[src/rtl/ipsxe_floating_point_pipe_drain_v1_0_pkg.sv]
// Shared helpers for the pipe-drain block: sizing function, parameter legality, event bundle.
package ipsxe_floating_point_pipe_drain_v1_0_pkg;

    function automatic int clog2(input int value);
        int r;
        r = 0;
        while ((1 << r) < value) begin
            r = r + 1;
        end
        return r;
    endfunction

    function automatic bit is_pow2(input int value);
        return (value > 0) && ((value & (value - 1)) == 0);
    endfunction

    function automatic bit legal_depth(input int depth);
        return is_pow2(depth) && (depth >= 2);
    endfunction

    function automatic bit legal_delay(input int delay_num);
        return delay_num >= 1;
    endfunction

    // Per-cycle handshake events, already qualified by the clock enable.
    typedef struct packed {
        logic issue;
        logic capture;
        logic pop;
    } drain_evt_t;

endpackage

[src/rtl/ipsxe_floating_point_drain_fifo_v1_0.sv]
// FWFT result FIFO: write/read strobes arrive pre-gated by the clock enable; head visible the cycle after write.
// With IPSXE_FLOATING_POINT_DRAIN_DIAG_EN: exposes the count and a sticky overflow flag; writes at full are dropped.
module ipsxe_floating_point_drain_fifo_v1_0
    import ipsxe_floating_point_pipe_drain_v1_0_pkg::*;
#(
    parameter int N     = 64,
    parameter int DEPTH = 8
) (
    input  logic                        i_clk,
    input  logic                        i_rst_n,
    input  logic                        i_wr,
    input  logic [N-1:0]                i_wr_data,
    input  logic                        i_rd,
    output logic                        o_vld,
    output logic [N-1:0]                o_rd_data
`ifdef IPSXE_FLOATING_POINT_DRAIN_DIAG_EN
    ,
    output logic [clog2(DEPTH+1)-1:0]   o_count,
    output logic                        o_overflow
`endif
);

    localparam int AW = clog2(DEPTH);
    localparam int CW = clog2(DEPTH + 1);

    logic [N-1:0]  mem_q [DEPTH];
    logic [AW-1:0] wr_ptr_q, wr_ptr_d;
    logic [AW-1:0] rd_ptr_q, rd_ptr_d;
    logic [CW-1:0] count_q, count_d;
    logic          wr_ok;
    logic          rd_ok;

`ifdef IPSXE_FLOATING_POINT_DRAIN_DIAG_EN
    logic full;
    logic overflow_q, overflow_d;

    assign full       = (count_q == CW'(DEPTH));
    assign wr_ok      = i_wr & ~full;
    assign overflow_d = overflow_q | (i_wr & full);
    assign o_count    = count_q;
    assign o_overflow = overflow_q;

    always_ff @(posedge i_clk or negedge i_rst_n) begin
        if (!i_rst_n) begin
            overflow_q <= 1'b0;
        end else begin
            overflow_q <= overflow_d;
        end
    end
`else
    // Credit accounting upstream guarantees a free slot for every capture.
    assign wr_ok = i_wr;
`endif

    assign rd_ok = i_rd & (count_q != '0);

    always_comb begin
        wr_ptr_d = wr_ptr_q + AW'(wr_ok);
        rd_ptr_d = rd_ptr_q + AW'(rd_ok);
        count_d  = count_q + CW'(wr_ok) - CW'(rd_ok);
    end

    always_ff @(posedge i_clk or negedge i_rst_n) begin
        if (!i_rst_n) begin
            wr_ptr_q <= '0;
            rd_ptr_q <= '0;
            count_q  <= '0;
            for (int i = 0; i < DEPTH; i++) begin
                mem_q[i] <= '0;
            end
        end else begin
            wr_ptr_q <= wr_ptr_d;
            rd_ptr_q <= rd_ptr_d;
            count_q  <= count_d;
            if (wr_ok) begin
                mem_q[wr_ptr_q] <= i_wr_data;
            end
        end
    end

    assign o_vld     = (count_q != '0);
    assign o_rd_data = mem_q[rd_ptr_q];

endmodule

[src/rtl/ipsxe_floating_point_pipe_drain_v1_0.sv]
// Drain for a fixed-latency FP datapath: credit issue, in-flight tracking, FWFT output; issue-to-valid DELAY_NUM+1 enabled cycles.
// Backpressure via registered credit (o_in_ready); optional diagnostics under IPSXE_FLOATING_POINT_DRAIN_DIAG_EN.
module ipsxe_floating_point_pipe_drain_v1_0
    import ipsxe_floating_point_pipe_drain_v1_0_pkg::*;
#(
    parameter int N         = 64,
    parameter int DELAY_NUM = 4,
    parameter int DEPTH     = 8
) (
    input  logic                        i_clk,
    input  logic                        i_rst_n,
    input  logic                        i_aclken,
    input  logic                        i_in_valid,
    output logic                        o_in_ready,
    input  logic [N-1:0]                i_pipe_data,
    output logic                        o_m_valid,
    input  logic                        i_m_ready,
    output logic [N-1:0]                o_m_data
`ifdef IPSXE_FLOATING_POINT_DRAIN_DIAG_EN
    ,
    output logic [clog2(DEPTH+1)-1:0]   o_level,
    output logic                        o_overflow
`endif
);

    localparam int CW = clog2(DEPTH + 1);

    if (!legal_depth(DEPTH)) begin : g_bad_depth
        $error("DEPTH must be a power of two and at least 2");
    end
    if (!legal_delay(DELAY_NUM)) begin : g_bad_delay
        $error("DELAY_NUM must be at least 1");
    end

    logic [DELAY_NUM-1:0] track_q, track_d;
    logic [CW-1:0]        occ_q, occ_d;
    drain_evt_t           evt;
    logic                 fifo_vld;

    // Credit counts in-flight plus stored results, so a capture always finds room.
    assign o_in_ready = (occ_q < CW'(DEPTH));
    assign o_m_valid  = fifo_vld;

    always_comb begin
        evt         = '0;
        evt.issue   = i_aclken & i_in_valid & o_in_ready;
        evt.capture = i_aclken & track_q[DELAY_NUM-1];
        evt.pop     = i_aclken & fifo_vld & i_m_ready;
        track_d     = track_q;
        occ_d       = occ_q;
        if (i_aclken) begin
            track_d = (track_q << 1) | DELAY_NUM'(evt.issue);
            occ_d   = occ_q + CW'(evt.issue) - CW'(evt.pop);
        end
    end

    always_ff @(posedge i_clk or negedge i_rst_n) begin
        if (!i_rst_n) begin
            track_q <= '0;
            occ_q   <= '0;
        end else begin
            track_q <= track_d;
            occ_q   <= occ_d;
        end
    end

    ipsxe_floating_point_drain_fifo_v1_0 #(
        .N     (N),
        .DEPTH (DEPTH)
    ) u_fifo (
        .i_clk      (i_clk),
        .i_rst_n    (i_rst_n),
        .i_wr       (evt.capture),
        .i_wr_data  (i_pipe_data),
        .i_rd       (evt.pop),
        .o_vld      (fifo_vld),
        .o_rd_data  (o_m_data)
`ifdef IPSXE_FLOATING_POINT_DRAIN_DIAG_EN
        ,
        .o_count    (o_level),
        .o_overflow (o_overflow)
`endif
    );

endmodule

[config.mk]
export PLATFORM = sky130hd
export DESIGN_NAME = ipsxe_floating_point_pipe_drain_v1_0
export DESIGN_NICKNAME = d
export VERILOG_FILES = /design/src/rtl/ipsxe_floating_point_pipe_drain_v1_0_pkg.sv /design/src/rtl/ipsxe_floating_point_drain_fifo_v1_0.sv /design/src/rtl/ipsxe_floating_point_pipe_drain_v1_0.sv
export SDC_FILE = /design/constraint.sdc
export NUM_CORES = 1
export LEC_CHECK = 0
export BUFFER_PORTS_ARGS = -buffer_cell sky130_fd_sc_hd__buf_4
export CAP_MARGIN = 20
export CORE_MARGIN = 1
export CORE_UTILIZATION = 40
export CTS_CLUSTER_DIAMETER = 150
export DETAILED_ROUTE_END_ITERATION = 8
export PLACE_DENSITY_LB_ADDON = 0.05
export SLEW_MARGIN = 20
export SYNTH_ARGS = -nofsm -noshare
export SYNTH_HDL_FRONTEND = slang
export SYNTH_SLANG_ARGS = --single-unit
[constraint.sdc]
create_clock -name i_clk -period 3.9 [get_ports i_clk]
set_clock_uncertainty 0.1 [all_clocks]
set_input_delay 0.975 -clock i_clk [delete_from_list [all_inputs] [get_ports i_clk]]
set_output_delay 0.975 -clock i_clk [all_outputs]
set_load 0.02 [all_outputs]
After elaboration in Yosys (flattened, before gate mapping)
Index checks and enable logic that the tools add are counted.

word-level totals
  bits in registers = 530
  input port bits = 69
  output and inout port bits = 66

operators by class
  add/sub/neg operators = 6
  order comparisons = 4
  multiplexer cells = 6
  bitwise logic cells = 9
  reductions and logical operators = 2

operators with widths
  operator              count
  $bwmux W512           1
  $bmux W64 S3          1
  $demux W64 S3         1
  $mux W64              3
  $add A4 B1 Y4         2
  $ge A4 B4 Y1 const B  2
  $not A3 Y4            2
  $sub A4 B1 Y4         2
  $add A3 B1 Y3         2
  $and A1 B1 Y1         6
  $lt A4 B1 Y1 const B  1
  $lt A4 B4 Y1 const B  1
  $or A4 B1 Y4          1
  $reduce_bool A4 Y1    1
  $logic_and A1 B1 Y1   1

Logic depth before layout (Yosys ltp)
Gate-level depths: netlist of run 1.

  word-level depth = 6
  depth in mapped cells = 13

Hierarchy
A second synthesis of run 1 with hierarchy kept.

second synthesis, totals
  cells, all modules = 1392
  area total of the unflattened synthesis = 23714.0 µm²

by module, submodules not included
  module                                instances  cells each  area each (µm²)
  ipsxe_floating_point_drain_fifo_v1_0  1          1353        23278.6
  ipsxe_floating_point_pipe_drain_v1_0  1          39          435.4

Worst setup path before layout of run 1
Ideal clock, no wire load.

  path type = register to output
  start point = register u_fifo.rd_ptr_q[0]
  end point = output port o_m_data[0]
  arrival time = 1.815 ns
  data required time = 2.825 ns
  slack = 1.010 ns
  stages on the path, launching flop included = 6
  cells stage by stage = dfrtp_1 -> clkbuf_1 -> clkbuf_1 -> buf_2 -> mux4_2 -> mux2_2

on the way
  word-level cells in the longest chain between the ends = 4

ends and longest elaborated chain
  element                                       line                                        RTL
  start: declaration                            ipsxe_floating_point_drain_fifo_v1_0.sv:28  logic [AW-1:0] rd_ptr_q, rd_ptr_d;
  start signal: assignment                      ipsxe_floating_point_drain_fifo_v1_0.sv:73  rd_ptr_q <= rd_ptr_d;
  $not A3 Y4 (implied by the code)              ipsxe_floating_point_drain_fifo_v1_0.sv:82  assign o_rd_data = mem_q[rd_ptr_q];
  $bmux W64 S3                                  ipsxe_floating_point_drain_fifo_v1_0.sv:82
  $mux W64 (implied by the code) (2 in series)  ipsxe_floating_point_drain_fifo_v1_0.sv:82
  end: declaration                              ipsxe_floating_point_pipe_drain_v1_0.sv:18  output logic [N-1:0] o_m_data

Every way passes these cells. The select of a mux whose other input is x is not followed.

Worst setup path after layout of run 1
  start point = register u_fifo.rd_ptr_q[0]
  end point = output port o_m_data[9]

The elaborated chain is that of the path after synthesis.

==> results of run 1 <==
-- Yosys cell counts (all sizes together) --
cell type,n,area (um2)
inv,13,48.8
nand2b,2,12.5
o21ai,3,15.0
mux4,128,2880
nand3b,1,7.51
and2,1,6.26
dfrtp,530,13300
mux2,580,6760
mux2i,2,20.0
nand2,5,18.8
and3,2,12.5
nand3,3,15.0
xnor2,3,26.3
clkbuf,21,78.8
nor2,5,18.8
a21o,1,7.51
nor3,2,20.0
nor4b,1,8.76
fa,2,40.0
xor2,4,35.0
nor2b,1,6.26
buf,68,375
ha,11,138
or4b,1,10.0
a21oi,3,15.0
-- state kept, by name (all words and copies together), names as in the netlist --
register	cells
u_fifo.mem_q	512
occ_q	4
track_q	4
u_fifo.count_q	4
u_fifo.rd_ptr_q	3
u_fifo.wr_ptr_q	3
-- how the worst max path moves through the flow --
stage / endpoint / slack (ns) / cells past startpoint / from
after floorplan: o_m_data[0] / 1.01 / 5 / u_fifo.rd_ptr_q[0]
after global placement: o_m_data[18] / 0.86 / 4 / u_fifo.rd_ptr_q[0]
after detailed placement: o_m_data[18] / 0.86 / 4 / u_fifo.rd_ptr_q[0]
after CTS: o_m_data[18] / 0.18 / 4 / u_fifo.rd_ptr_q[0]
after global routing: o_m_data[9] / 0.12 / 4 / u_fifo.rd_ptr_q[0]
final: o_m_data[9] / 0.27 / 4 / u_fifo.rd_ptr_q[0]
-- area by class of cell --
cell class,instances,area share
sequential,530,0.474
multi-input combinational,761,0.361
clock buffer,91,0.0642
timing repair buffer,171,0.0546
tap,773,0.0345
clock inverter,15,0.0100
inverter,13,0.00174
-- layer usage --
layer	global-route usage	wire length (um)	share of wire
met5	0	15	0.00028
met1	0.252	24100	0.45
met4	0.0484	1050	0.020
met2	0.306	26200	0.49
met3	0.0341	1970	0.037
-- worst reg2reg max path, delay by kind of cell, from the launching register on --
| kind | cells | cell delay, ns |
|---|---|---|
| xor+xnor | 1 | 0.13 |
| simple gates | 3 | 0.34 |
| fa+ha+maj | 4 | 0.97 |
| buf+inv | 4 | 0.36 |
| compound gates | 1 | 0.06 |
| flops | 1 | 0.35 |
-- power groups by stage --
stage	Sequential (mW)	Clock, mW	Combinational, mW
2_1_floorplan	8.82	0	7.30
3_3_place_gp	9.28	0	9.80
3_5_place_dp	9.33	0	9.94
4_1_cts	9.27	6.11	9.96
5_1_grt	9.61	6.33	10.5
6_report	9.26	5.89	9.72
-- layout by cell type, fill, tap and decap left out, types with 4 or more instances in the layout --
cell         n
ha_1        11
xor2_1       4
clkinv_2     5
inv_1       13
nand2_1      5
dfrtp_1    527
buf_4      151
bufinv_16    8
clkbuf_8    16
clkbuf_16   61
nor2_4       4
buf_12      19
mux2_2     520
mux4_2     128
mux2_4      60
clkbuf_1    14
-- logic make-up (layout without fill, tap and decap cells) --
family | after synthesis | after routing | synth area share
muxes | 710 | 710 | 0.405
adders and majority gates | 13 | 13 | 0.00745
AOI/OAI and AO/OA | 7 | 7 | 0.00157
DFF | 530 | 530 | 0.556
xor gates and xnor gates | 7 | 7 | 0.00257
buffers and inverters | 102 | 290 | 0.0211
and+or+nand+nor | 24 | 24 | 0.00572
==> results.json, run 1 <==
{
  "run_status": "complete, no violations",
  "finalPower_mw": 24.9,
  "insertion_delay_ns": 0.61,
  "seqPwrFrac": 0.372,
  "setup_viol": 0,
  "grt_max_degree": 81,
  "yosys.cell_types.count": 29,
  "worst-path-buf-inv": 2,
  "start_kind": "flop",
  "antenna_found_initial": 1,
  "numPortBuffers": 134,
  "rr_endpoint": "occ_q[2]",
  "path_delay_family": "multiplexers",
  "cts_resized": 0,
  "placed_cell_area_um2": 25900,
  "drive_above_1_share": 0.621,
  "post_drt_wl_per_cell_um": 22.7,
  "placementRows": 89,
  "worst_hold_path_type": "in2async",
  "tns_ns": 0,
  "cts_tree": "built",
  "ys_ff_latch": 530,
  "antenna_left": 0,
  "place_congestion": 0.691,
  "crit_top_cell": "buf_4",
  "final_util": 0.476,
  "die-area_um2": 60600,
  "cp.required_ns": 2.82,
  "critical-path-slowest-cell": "mux4_2",
  "power_frac_clock": 0.237,
  "p_int_mw": 17.4,
  "p_switching_mw": 7.49,
  "r2r_start": "u_fifo.count_q[2]",
  "syn_inst": 1393,
  "overflow": 0,
  "maxCapViolations": 0,
  "num-fill-cells": 5104,
  "ys_seq_area_frac": 0.556,
  "synth_area_um2": 23800,
  "path_clk_slew_ns": 0.06,
  "power_frac_comb": 0.391,
  "vias_per_cell": 5.31,
  "firstDrtPassIters": 4,
  "slew_headroom": 0.465,
  "nets": 1618,
  "die_x_um": 246,
  "hpwl_um": 29400,
  "grt_usage": 0.186,
  "cts.path.max_buffers": 3,
  "cts_setup_buffers": 0,
  "ios": 135,
  "h-tree-depth": 2,
  "p_leak_nw": 12.7,
  "multi_input_area_um2": 10100,
  "die_y_um": 246,
  "reg2reg_setup_slack_ns": 1.49,
  "totalWireLength_um": 53300,
  "report.final.slew_viol_count": 0,
  "tightestPinTransition_ns": 0.802,
  "period_share": 0.931,
  "cts_buffers": 59,
  "swShare": 0.301,
  "avgSynthCellArea_um2": 17.1,
  "drc": 0,
  "syn2layout_area_growth_pct": 17.6,
  "grt_pass1_wl_um": 85900,
  "vias": 12500,
  "final_cells": 2354,
  "drtIter0Drc": 466,
  "min_period_ns": 3.63,
  "n_antenna_cell": 0,
  "rsz0062_at_grt": "false",
  "setup_ws_ns": 0.271,
  "postSynthNetCount": 1475,
  "core_um2": 58900,
  "seq_area_um2": 13300,
  "yosys_warnings": 0,
  "critical-path-max-stage-delay_ns": 0.55,
  "r2r_cells": 13,
  "post-place-ws_ns": 0.856,
  "hold_buffers": 0,
  "cp-end-kind": "primary output",
  "hold_violations": 0,
  "initial_core_util": 0.405,
  "arrival_ns": 2.55,
  "finalInstanceArea_um2": 28000,
  "power_density_nw_per_um2": 888,
  "ir_worst_vdd_mv": 0.410,
  "grt_pass1_vias": 14100,
  "cts_sinks": 530,
  "worstPathMaxFanout": 19,
  "hold_ws_ns": 0.195,
  "max_freq_mhz": 276,
  "place_inst": 2248,
  "critPathKind": "reg2out",
  "crit_path_cell_trace": "buf_4 -> mux4_2 -> mux2_2 -> buf_4",
  "root_buffer": "clkbuf_16"
}
Power figures use the tool's default switching activity.
==> inputs of run 2 (changes only) <==
--- a/config.mk
+++ b/config.mk
@@ -7,7 +7,7 @@
 export LEC_CHECK = 0
 export BUFFER_PORTS_ARGS = -buffer_cell sky130_fd_sc_hd__buf_4
 export CAP_MARGIN = 20
-export CORE_MARGIN = 1
+export CORE_MARGIN = 10
 export CORE_UTILIZATION = 40
 export CTS_CLUSTER_DIAMETER = 150
 export DETAILED_ROUTE_END_ITERATION = 8
@@ -15,4 +15,5 @@
 export SLEW_MARGIN = 20
 export SYNTH_ARGS = -nofsm -noshare
 export SYNTH_HDL_FRONTEND = slang
+export SYNTH_HIERARCHICAL = 1
 export SYNTH_SLANG_ARGS = --single-unit
==> results.json, run 2 <==
{
  "run_status": "complete, no violations",
  "rsz0062_at_grt": "false",
  "cts_tree": "built",
  "cts_resized": 0,
  "drtIter0Drc": 545,
  "hold_violations": 0,
  "avgSynthCellArea_um2": 17.0,
  "numPortBuffers": 134,
  "drive_above_1_share": 0.613,
  "grt_pass1_vias": 14300,
  "place_inst": 2249,
  "finalPower_mw": 23.7,
  "antenna_found_initial": 3,
  "die_y_um": 263,
  "post_drt_wl_per_cell_um": 23.7,
  "synth_edf_count": 0,
  "syn_inst": 1392,
  "path_clk_slew_ns": 0.06,
  "synth_top_area_frac": 0.559,
  "cts_sinks": 530,
  "ir_worst_vdd_mv": 0.462,
  "worstPathMaxFanout": 47,
  "cp.required_ns": 2.82,
  "p_leak_nw": 12.7,
  "seq_area_um2": 13300,
  "core_um2": 58900,
  "arrival_ns": 2.60,
  "initial_core_util": 0.403,
  "setup_ws_ns": 0.229,
  "antenna_left": 0,
  "grt_usage": 0.164,
  "synthMostInstantiatedCell": "mux2_2",
  "vias": 12600,
  "yosys_warnings": 6,
  "hold_buffers": 0,
  "nets": 1620,
  "cts.path.max_buffers": 3,
  "report.final.slew_viol_count": 0,
  "post-place-ws_ns": 0.780,
  "mostFrequentLayoutCells": "mux2_2 (570), dfrtp_1 (527), buf_4 (152)",
  "grt_pass1_wl_um": 89100,
  "tns_ns": 0,
  "cts_setup_buffers": 0,
  "synth.cells.most_frequent": "mux2_2 (570), dfrtp_1 (530), mux4_2 (128), buf_2 (49)",
  "postSynthNetCount": 1474,
  "critPathKind": "reg2out",
  "synth_area_um2": 23700,
  "grt_max_degree": 89,
  "setup_viol": 0,
  "syn2layout_area_growth_pct": 17.0,
  "final_cells": 2354,
  "die_x_um": 263,
  "totalWireLength_um": 55700,
  "synth_top_cell_by_area": "dfrtp_1",
  "place_congestion": 0.684,
  "insertion_delay_ns": 0.61,
  "ys_ff_latch": 530,
  "async_flop_share": 1.00,
  "largest_reg_flops": 512,
  "regMostFlops": "u_fifo/mem_q",
  "firstDrtPassIters": 4,
  "drc": 0,
  "die-area_um2": 69400,
  "power_density_nw_per_um2": 855,
  "root_buffer": "clkbuf_16",
  "cts_buffers": 60,
  "synthFlopType": "dfrtp_1",
  "ios": 135,
  "vias_per_cell": 5.34,
  "overflow": 0,
  "yosys-top-cells-area": "dfrtp_1 (56%), mux2_2 (27%), mux4_2 (12%), buf_2 (1.0%), ha_1 (0.58%)",
  "slew_headroom": 0.485,
  "multi_input_area_um2": 9890,
  "cp-end-kind": "primary output",
  "hold_ws_ns": 0.304,
  "maxCapViolations": 0,
  "num-fill-cells": 5124,
  "placementRows": 89,
  "hpwl_um": 32000,
  "max_freq_mhz": 272,
  "ys_seq_area_frac": 0.559,
  "yosys.cell_types.count": 31,
  "min_period_ns": 3.67,
  "tightestPinTransition_ns": 0.772,
  "h-tree-depth": 2,
  "start_kind": "flop",
  "worst_hold_path_type": "in2async",
  "final_common_cell": "mux2_2",
  "period_share": 0.941
}
## run 2: cell type report
class / instances / share of cell area
sequential: 530 / 0.479
clock buffer: 98 / 0.0662
clock inverter: 6 / 0.00379
timing repair buffer: 176 / 0.0583
inverter: 12 / 0.00162
tap: 773 / 0.0349
antenna: 1 / 0.0000902
multi-input combinational: 758 / 0.357
## run 2: path summary, 6_finish.rpt
check                      cells past startpoint                 to          startpoint  slack (ns)
max                                            4       o_m_data[14]  u_fifo/rd_ptr_q[2]        0.23
min                                            1  u_fifo/mem_q[345]             i_rst_n        0.30
max reg2reg                                   12           occ_q[2]   u_fifo/count_q[2]        0.99
min reg2reg                                    1           occ_q[3]            occ_q[3]        0.37
max in group asynchronous                      3  u_fifo/mem_q[469]             i_rst_n        2.32
min in group i_clk                             1           occ_q[3]            occ_q[3]        0.37
## run 2: layer usage
| metal | wire length [um] | global-route usage |
|---|---|---|
| met1 | 25500 | 0.221 |
| met2 | 27300 | 0.268 |
| met3 | 1930 | 0.0281 |
| met4 | 989 | 0.0424 |
| met5 | 38 | 0 |
## run 2: power breakdown
part / switching, mW / internal [mW]
clock: 2.19 / 3.36
combinational: 3.84 / 5.26
sequential: 1.23 / 7.83
total: 7.26 / 16.5
## run 2: worst max-delay path: stages (launching register included)
cell and delay, ns:
dfrtp_4 0.75, buf_12 0.38, mux4_2 0.36, mux2_2 0.31
buf_4 0.17
## run 2: kinds of logic (layout without fill, tap and decap cells)
kind of cell	count (synthesis)	count (layout)	share of synthesized area
AOI/OAI and AO/OA	7	7	0.00174
xor gates and xnor gates	7	7	0.00259
adders and majority gates	13	13	0.00749
buffers and inverters	104	292	0.0244
DFF	530	530	0.559
muxes	710	710	0.398
other	0	1	0
and+or+nand+nor	21	21	0.00665
## run 2: per-stage QoR
stage | utilization | instance area [um2]
global placement | 0.438 | 25800
finish | 0.471 | 27700
global route | 0.471 | 27700
floorplan | - | 23700
detailed placement | 0.438 | 25800
CTS | 0.471 | 27700
==> inputs of run 3 (changes only) <==
--- a/config.mk
+++ b/config.mk
@@ -8,7 +8,7 @@
 export BUFFER_PORTS_ARGS = -buffer_cell sky130_fd_sc_hd__buf_4
 export CAP_MARGIN = 20
 export CORE_MARGIN = 10
-export CORE_UTILIZATION = 40
+export CORE_UTILIZATION = 44
 export CTS_CLUSTER_DIAMETER = 150
 export DETAILED_ROUTE_END_ITERATION = 8
 export PLACE_DENSITY_LB_ADDON = 0.05
==> results.json, run 3 (synthesized netlist as in run 2, its figures left out) <==
{
  "slew_headroom": 0.602,
  "power_frac_comb": 0.382,
  "worstPathMaxFanout": 20,
  "hpwl_um": 31000,
  "rsz0062_at_grt": "false",
  "grtUsageMet1": 0.237,
  "die-area_um2": 63600,
  "final_common_cell": "mux2_2",
  "cts_sinks": 530,
  "p_int_mw": 16.6,
  "crit_end": "o_m_data[62]",
  "nets": 1624,
  "p_switching_mw": 7.26,
  "power_density_nw_per_um2": 859,
  "final_util": 0.517,
  "seq_area_um2": 13300,
  "numPortBuffers": 134,
  "critical-path-slowest-cell": "dfrtp_4",
  "r2r_start": "u_fifo/count_q[2]",
  "vias": 12600,
  "r2r_cells": 12,
  "multi_input_area_um2": 9890,
  "finalInstanceArea_um2": 27700,
  "syn2layout_area_growth_pct": 17.0,
  "h-tree-depth": 2,
  "grt_most_used_layer": "met2",
  "run_status": "complete, no violations",
  "place_congestion": 0.708,
  "drc": 0,
  "reg2reg_setup_slack_ns": 1.02,
  "antenna_left": 0,
  "tns_ns": 0,
  "grt_usage": 0.173,
  "regMostFlops": "u_fifo/mem_q",
  "post_drt_wl_per_cell_um": 23.4,
  "root_buffer": "clkbuf_16",
  "mostFrequentLayoutCells": "mux2_2 (570), dfrtp_1 (527), buf_4 (158)",
  "tightestPinTransition_ns": 0.597,
  "swShare": 0.305,
  "num-fill-cells": 4446,
  "grt_pass1_wl_um": 85200,
  "report.final.slew_viol_count": 0,
  "vias_per_cell": 5.50,
  "largest_reg_flops": 512,
  "critPathKind": "reg2out",
  "cp.required_ns": 2.82,
  "crit_top_cell": "buf_12",
  "critical-path-max-stage-delay_ns": 0.54,
  "maxCapViolations": 0,
  "setup_viol": 0,
  "crit_path_start": "u_fifo/rd_ptr_q[0]",
  "cts_tree": "built",
  "use_met3": 0.0331,
  "initial_core_util": 0.442,
  "cts_buffers": 58,
  "die_x_um": 252,
  "met2_usage": 0.280,
  "arrival_ns": 2.50,
  "grt_max_degree": 91,
  "crit_path_cell_trace": "buf_12 -> buf_12 -> mux4_2 -> mux2_2 -> buf_4",
  "core_um2": 53600,
  "max_freq_mhz": 280,
  "drtIter0Drc": 584,
  "min_period_ns": 3.58,
  "antenna_found_initial": 3,
  "cp-end-kind": "primary output",
  "drive_above_1_share": 0.622,
  "power_frac_clock": 0.237,
  "placementRows": 85,
  "cts_resized": 0,
  "cts.path.max_buffers": 3,
  "start_kind": "flop",
  "grt_pass1_vias": 13800,
  "n_antenna_cell": 0,
  "path_clk_slew_ns": 0.06,
  "die_y_um": 252,
  "firstDrtPassIters": 4,
  "seqPwrFrac": 0.380,
  "worst_hold_path_type": "in2async",
  "ir_worst_vdd_mv": 0.374,
  "totalWireLength_um": 53500,
  "insertion_delay_ns": 0.61,
  "ios": 135,
  "overflow": 0,
  "hold_violations": 0,
  "placed_cell_area_um2": 25700,
  "period_share": 0.917,
  "hold_buffers": 0,
  "p_leak_nw": 12.8,
  "rr_endpoint": "occ_q[2]"
}
-- run 3: changes by cell type in the layout (fill, tap and decap cells not counted) --
| cell | before | now |
|---|---|---|
| clkinv_2 | 3 | 14 |
| clkbuf_1 | 20 | 10 |
| clkbuf_8 | 17 | 9 |
| buf_4 | 152 | 158 |
| clkinvlp_4 | 0 | 6 |
| bufinv_16 | 3 | 6 |
| diode_2 | 1 | 0 |
| inv_6 | 0 | 1 |
-- run 3: how the worst min path moves through the flow --
stage	from	end	slack (ns)	cells past startpoint
floorplan	occ_q[3]	occ_q[3]	0.34	1
finish	i_rst_n	u_fifo/mem_q[153]	0.24	1
global route	i_rst_n	u_fifo/mem_q[153]	0.25	1
global placement	occ_q[3]	occ_q[3]	0.36	1
CTS	i_rst_n	u_fifo/mem_q[153]	0.23	1
detailed placement	occ_q[3]	occ_q[3]	0.37	1
-- run 3: layer usage --
metal	wire length (um)	share of wire	vias up
li1	-	-	5511
met1	24600	0.46	6830
met2	26000	0.49	168
met3	2070	0.039	60
met4	796	0.015	6
met5	37	0.00069	-
-- run 3: layout make-up --
type	instances	area share
flip-flops and latches	530	0.479
multi-input cells	758	0.357
clock buffers	80	0.0609
repair buffers	182	0.0599
well taps	696	0.0314
clock inverters	27	0.0110
inverters	12	0.00162
-- run 3: critical path: cells and delay by family, from the launching register on --
kind	cells	cell delay (ns)
buf+inv	3	0.52
mux	2	0.84
flops	1	0.54
-- run 3: timing repair --
action,CTS,global route
endpoints found under the hold margin,0,0
setup buffers,0,5
endpoints found under the setup margin,0,2
-- run 3: through the flow --
stage               hold slack [ns]  power (mW)  setup WS [ns]  cells
floorplan                     0.345        15.4           1.19   1392
global placement              0.359        18.2          0.731   2173
finish                        0.242        23.8          0.323   2285
global route                  0.249        25.3          0.226   2285
CTS                           0.228        24.2         0.0562   2280
detailed placement            0.365        18.4          0.717   2173
-- run 3: power groups by stage --
| stage | clock (mW) | combinational [mW] | sequential, mW |
|---|---|---|---|
| after floorplan | 0 | 6.82 | 8.60 |
| after global placement | 0 | 9.04 | 9.13 |
| after detailed placement | 0 | 9.21 | 9.20 |
| after CTS | 5.85 | 9.23 | 9.11 |
| after global routing | 6.07 | 9.83 | 9.35 |
| final | 5.66 | 9.11 | 9.05 |
